==> config.mk <==
export PLATFORM = sky130hd
export DESIGN_NAME = alu_sout_tx
export DESIGN_NICKNAME = d
export VERILOG_FILES = /design/src/rtl/alu_sout_tx.sv
export SDC_FILE = /design/constraint.sdc
export NUM_CORES = 1
export LEC_CHECK = 0
export CAP_MARGIN = 20
export CORE_MARGIN = 3
export CORE_UTILIZATION = 50
export DETAILED_ROUTE_END_ITERATION = 7
export HOLD_SLACK_MARGIN = 0.02
export PLACE_DENSITY = 0.72
export SYNTH_ARGS = -nofsm -noshare
export SYNTH_HDL_FRONTEND = slang
export SYNTH_SLANG_ARGS = --single-unit
==> constraint.sdc <==
create_clock -name clk -period 3.7 [get_ports clk]
set_clock_uncertainty 0.05 [all_clocks]
set_input_delay 0.74 -clock clk [delete_from_list [all_inputs] [get_ports clk]]
set_output_delay 0.74 -clock clk [all_outputs]
set_load 0.05 [all_outputs]
==> src/rtl/alu_sout_tx.sv <==
// rtl/alu_sout_tx.sv - serial result/error packet transmitter driving the sout line
// Optional one-bit inter-frame gap: define SOUT_IFG_EN.
module alu_sout_tx #(
    parameter int BIT_CYCLES = 1
) (
    input  logic        clk,
    input  logic        rst,
    input  logic        req_valid,
    output logic        req_ready,
    input  logic [31:0] c_data,
    input  logic [3:0]  alu_flags,
    input  logic [5:0]  err_flags,
    output logic        sout,
    output logic        tx_done
);
    localparam int CW = (BIT_CYCLES > 1) ? $clog2(BIT_CYCLES) : 1;

    typedef enum logic [1:0] {S_IDLE, S_DATA, S_CTL, S_GAP} state_t;

    state_t        r_state, w_state_n;
    logic [31:0]   r_data;
    logic [3:0]    r_flags;
    logic [5:0]    r_err;
    logic [1:0]    r_byte, w_byte_n;
    logic [3:0]    r_bit, w_bit_n;
    logic [CW-1:0] r_cyc, w_cyc_n;
    logic          r_sout, w_sout_n;
    logic          r_done, w_done_n;
    logic          w_load;
    logic          w_bit_end;
    logic [2:0]    w_crc;
    logic [7:0]    w_byte_pl, w_ctl_pl, w_payload;
`ifdef SOUT_IFG_EN
    state_t        r_nxt, w_nxt_n;
`endif

    // Remainder of {c_data, 0, flags} * x^3 modulo x^3+x+1, long division MSB first.
    function automatic logic [2:0] crc3(input logic [31:0] d, input logic [3:0] f);
        logic [39:0] m;
        logic [2:0]  r;
        logic        fb;
        m = {d, 1'b0, f, 3'b000};
        r = 3'b000;
        for (int i = 39; i >= 0; i--) begin
            fb = r[2];
            r  = {r[1:0], m[i]};
            if (fb) r = r ^ 3'b011;
        end
        return r;
    endfunction

    function automatic logic frame_bit(input logic typ, input logic [7:0] pl, input logic [3:0] idx);
        logic [3:0] j;
        j = 4'd9 - idx;
        case (idx)
            4'd0:    return 1'b0;
            4'd1:    return typ;
            4'd10:   return 1'b1;
            default: return (idx > 4'd10) ? 1'b1 : pl[j[2:0]];
        endcase
    endfunction

    always_comb begin
        case (r_byte)
            2'd0:    w_byte_pl = r_data[31:24];
            2'd1:    w_byte_pl = r_data[23:16];
            2'd2:    w_byte_pl = r_data[15:8];
            default: w_byte_pl = r_data[7:0];
        endcase
    end

    assign w_crc     = crc3(r_data, r_flags);
    assign w_ctl_pl  = (r_err != 6'd0) ? {1'b1, r_err, ^{1'b1, r_err}} : {1'b0, r_flags, w_crc};
    assign w_payload = (r_state == S_DATA) ? w_byte_pl : w_ctl_pl;
    assign w_bit_end = (r_cyc == CW'(BIT_CYCLES - 1));

    always_comb begin
        w_state_n = r_state;
        w_sout_n  = r_sout;
        w_bit_n   = r_bit;
        w_cyc_n   = r_cyc;
        w_byte_n  = r_byte;
        w_done_n  = 1'b0;
        w_load    = 1'b0;
`ifdef SOUT_IFG_EN
        w_nxt_n   = r_nxt;
`endif
        case (r_state)
            S_IDLE: begin
                w_sout_n = 1'b1;
                if (req_valid) begin
                    w_load    = 1'b1;
                    w_state_n = (err_flags != 6'd0) ? S_CTL : S_DATA;
                    w_sout_n  = 1'b0;
                    w_bit_n   = 4'd0;
                    w_cyc_n   = '0;
                    w_byte_n  = 2'd0;
                end
            end
            S_DATA, S_CTL: begin
                if (!w_bit_end) begin
                    w_cyc_n = r_cyc + 1'b1;
                end else begin
                    w_cyc_n = '0;
                    if (r_bit != 4'd10) begin
                        w_bit_n  = r_bit + 4'd1;
                        w_sout_n = frame_bit(r_state == S_CTL, w_payload, r_bit + 4'd1);
                    end else begin
                        w_bit_n = 4'd0;
`ifdef SOUT_IFG_EN
                        w_state_n = S_GAP;
                        w_sout_n  = 1'b1;
                        if (r_state == S_DATA) begin
                            w_byte_n = r_byte + 2'd1;
                            w_nxt_n  = (r_byte == 2'd3) ? S_CTL : S_DATA;
                        end else begin
                            w_nxt_n  = S_IDLE;
                        end
`else
                        // Next start bit is loaded on the same edge so frames abut.
                        if (r_state == S_DATA) begin
                            w_sout_n = 1'b0;
                            if (r_byte == 2'd3) w_state_n = S_CTL;
                            else                w_byte_n  = r_byte + 2'd1;
                        end else begin
                            w_state_n = S_IDLE;
                            w_sout_n  = 1'b1;
                            w_done_n  = 1'b1;
                        end
`endif
                    end
                end
            end
`ifdef SOUT_IFG_EN
            S_GAP: begin
                w_sout_n = 1'b1;
                if (!w_bit_end) begin
                    w_cyc_n = r_cyc + 1'b1;
                end else begin
                    w_cyc_n   = '0;
                    w_state_n = r_nxt;
                    if (r_nxt == S_IDLE) w_done_n = 1'b1;
                    else                 w_sout_n = 1'b0;
                end
            end
`endif
            default: w_state_n = S_IDLE;
        endcase
    end

    always_ff @(posedge clk) begin
        if (rst) begin
            r_state <= S_IDLE;
            r_sout  <= 1'b1;
            r_done  <= 1'b0;
            r_bit   <= 4'd0;
            r_cyc   <= '0;
            r_byte  <= 2'd0;
            r_data  <= 32'd0;
            r_flags <= 4'd0;
            r_err   <= 6'd0;
`ifdef SOUT_IFG_EN
            r_nxt   <= S_IDLE;
`endif
        end else begin
            r_state <= w_state_n;
            r_sout  <= w_sout_n;
            r_done  <= w_done_n;
            r_bit   <= w_bit_n;
            r_cyc   <= w_cyc_n;
            r_byte  <= w_byte_n;
`ifdef SOUT_IFG_EN
            r_nxt   <= w_nxt_n;
`endif
            if (w_load) begin
                r_data  <= c_data;
                r_flags <= alu_flags;
                r_err   <= err_flags;
            end
        end
    end

    assign sout      = r_sout;
    assign tx_done   = r_done;
    assign req_ready = (r_state == S_IDLE);
endmodule

==> impl_metrics.py <==
metrics = {
    "run_status": {
        "status": "completed",
    },
    "yosys": {
        "yosysWarnings": 0,
        "syn_inst": 387,
        "synthFlopType": "dfxtp_1",
        "syn_area_per_cell_um2": 7.97,
        "yosysSeqAreaShare": 0.338,
        "ys_types": 46,
        "netlist_area_mm2": 0.00308,
        "synth_area_leaders": "dfxtp_1, nand2_1, a21oi_1, xnor2_1, ha_1",
        "ys_seq_elements": 52,
        "synth-async-reset-ratio": 0,
        "synth_top_area_frac": 0.338,
        "synth_edf_count": 0,
        "synth_area_leader_cell": "dfxtp_1",
        "syn-num-nets": 448,
    },
    "power_and_ir_drop": {
        "p_int_uw": 1140,
        "p_sw_frac": 0.338,
        "p_comb_frac": 0.397,
        "p_sw_uw": 582,
        "ir_worst_vdd_mv": 0.280,
        "leakage_uw": 0.00136,
        "clock_power_share": 0.222,
        "power_density_mw_per_mm2": 472,
        "sequentialPowerShare": 0.381,
    },
    "worst_setup_path": {
        "critPathLaunchType": "flip-flop",
        "crit_slowest_cell": "clkdlybuf4s50_1",
        "end_kind": "output pin",
        "cpLargestDelayFamily": "buffers and inverters",
        "path_buf_inv": 2,
        "cp.depth": 3,
        "r2r_cells": 9,
        "critPathMaxStageDelay_ns": 0.84,
        "worstPathMaxFanout": 7,
        "required_ns": 2.91,
        "crit_chain": "inv_1 > ha_1 > clkdlybuf4s50_1",
        "worstSetupPathType": "reg2out",
        "critPathArrivalTime_ns": 1.90,
    },
    "route": {
        "wl_per_cell_um": 14.1,
        "via_per_inst": 5.50,
        "drc": 0,
        "routed_wl_um": 6970,
        "vias": 2722,
        "ant_nets": 0,
        "dr.pass1.iters": 5,
        "drtIter0Drc": 190,
    },
    "place": {
        "dp_slack_ns": 1.13,
        "gp_congestion": 0.844,
        "dp_hpwl_um": 5160,
        "port_buffers": 47,
    },
    "floorplan": {
        "die_h_um": 84.5,
        "ioPinCount": 48,
        "start_util": 0.537,
        "die_area_mm2": 0.00715,
        "row_count": 27,
        "core-area_mm2": 0.00574,
        "die_w_um": 84.5,
    },
    "global_route": {
        "grt.overflow.total": 0,
        "antenna_found_initial": 0,
        "grt_usage": 0.201,
        "grt_start_max_net_pins": 52,
        "grt_pass1_vias": 2536,
        "grt_pass1_wl_um": 11800,
    },
    "hold_path": {
        "holdPathStages": 2,
        "hold_path.class": "reg2reg",
    },
    "job": {
        "drv_cap": 0,
    },
    "sta": {
        "hold_viol": 0,
        "finalCritPeriodShare": 0.726,
        "relSlewSlack": 0.401,
        "finalCriticalPeriod_ns": 2.69,
        "worstMarginPinSlew_ns": 0.876,
        "maxSlewViolCount": 0,
        "layout_setup_ws_ns": 1.01,
        "max_freq_ghz": 0.372,
        "fin_setup_tns_ns": 0,
        "finalSetupViolCount": 0,
        "rsz0062_at_grt": "false",
    },
    "clocking": {
        "cts_buffers": 5,
        "clkLatencyLatePin_ns": 0.30,
        "clock-sinks": 52,
        "cts_tree": "yes",
        "cts_root_buf": "clkbuf_8",
        "cts-resized-gates": 0,
        "ctsHoldBuffers": 0,
        "clk_pin_slew_ns": 0.09,
        "cts_max_level": 2,
        "postCtsSetupRepairBufs": 0,
        "clockBufferDepth": 2,
    },
    "final_layout": {
        "final_nets": 483,
        "drive_gt1_frac": 0.0496,
        "fin_util": 0.635,
        "antenna_cells": 0,
        "area_growth_pct": 18.2,
    },
}
## metal layers
metal	share of wire	track usage	routed length, um	vias up
met4	0.019	0.0532	131	0
li1	-	-	-	1380
met5	0	0	0	-
met3	0.046	0.0422	322	10
met2	0.50	0.340	3460	72
met1	0.44	0.261	3060	1260
## registers in the layout, indices dropped and copies added (netlist names)
name     count
r_data      32
r_err        6
r_bit        4
r_flags      4
sout         1
r_byte       2
tx_done      1
r_state      2
## layout by cell type, fill, tap and decap left out, types with 2 or more instances in the layout
cell type / instances
a2111oi_0: 2
a211oi_1: 3
a21oi_1: 61
a222oi_1: 8
a31oi_1: 3
and2_1: 2
and3_1: 2
buf_4: 4
clkbuf_8: 5
clkdlybuf4s50_1: 47
dfxtp_1: 52
ha_1: 16
inv_1: 18
nand2_1: 94
nand2b_1: 3
nand3_1: 8
nor2_1: 11
nor2b_1: 2
nor3_1: 2
nor4_1: 2
o211ai_1: 2
o21ai_0: 6
o22ai_1: 3
o311ai_0: 2
o31ai_1: 2
or2_2: 2
xnor2_1: 34
xnor2_2: 3
xor2_1: 6
## logic make-up (layout without fill, tap and decap cells)
logic type                 after synthesis  in the layout  share of synthesized area
adders and majority gates               16             16                     0.0649
muxes                                    2              2                     0.0154
AOI/OAI and AO/OA                       98             98                      0.193
and+or+nand+nor                        132            132                      0.180
buffers and inverters                   42             78                     0.0673
DFF                                     52             52                      0.338
xor gates and xnor gates                45             45                      0.142
## worst min-delay path, stage by stage, from the launching register on
cell and delay, ns:
dfxtp_1 0.32, nand2_1 0.05, a21oi_1 0.05
## synthesized netlist by cell type, types with 2 or more instances
| library cell | number |
|---|---|
| a2111oi_0 | 2 |
| o21ai_0 | 6 |
| a211oi_1 | 3 |
| o311ai_0 | 2 |
| xnor2_2 | 3 |
| a21oi_1 | 61 |
| nor4_1 | 2 |
| o211ai_1 | 2 |
| inv_1 | 18 |
| xor2_1 | 6 |
| dfxtp_1 | 52 |
| o22ai_1 | 3 |
| a222oi_1 | 8 |
| or2_2 | 2 |
| nand2b_1 | 3 |
| xnor2_1 | 34 |
| nand3_1 | 8 |
| clkbuf_1 | 19 |
| nor2_1 | 11 |
| clkbuf_8 | 2 |
| a31oi_1 | 3 |
| and3_1 | 2 |
| ha_1 | 16 |
| nand2_1 | 94 |
| nor3_1 | 2 |
| o31ai_1 | 2 |
| nor2b_1 | 2 |
## power by group through the flow
stage	registers [uW]	clock network (uW)	logic, uW
global placement	668	0	668
detailed placement	669	0	683
global route	663	418	752
floorplan	662	0	538
finish	656	383	683
CTS	656	394	688
## through the flow
step,std cells,hold WS [ns],power (uW),cell area [um^2]
final,495,0.416,1720,3650
after floorplan,387,0.386,1200,3080
after global routing,495,0.446,1830,3650
after global placement,487,0.396,1340,3540
after CTS,495,0.423,1740,3650
after detailed placement,487,0.409,1350,3540
## final timing paths
check	start	end	slack, ns
worst max-delay path	r_state[0]	req_ready	1.01
worst min-delay path	r_err[0]	r_err[0]	0.42
worst max register to register	r_byte[1]	sout	1.19
worst min register to register	r_err[0]	r_err[0]	0.42
## area by class of cell
type | count | area [um^2]
Tap cell | 72 | 90.1
Fill cell | 522 | 2100
Inverter | 19 | 71.3
Multi-Input combinational cell | 293 | 1840
Sequential cell | 52 | 1040
Clock buffer | 6 | 72.6
Clock inverter | 2 | 35.0
Timing Repair Buffer | 51 | 500
Note: power is estimated with default switching activity, not from simulation.
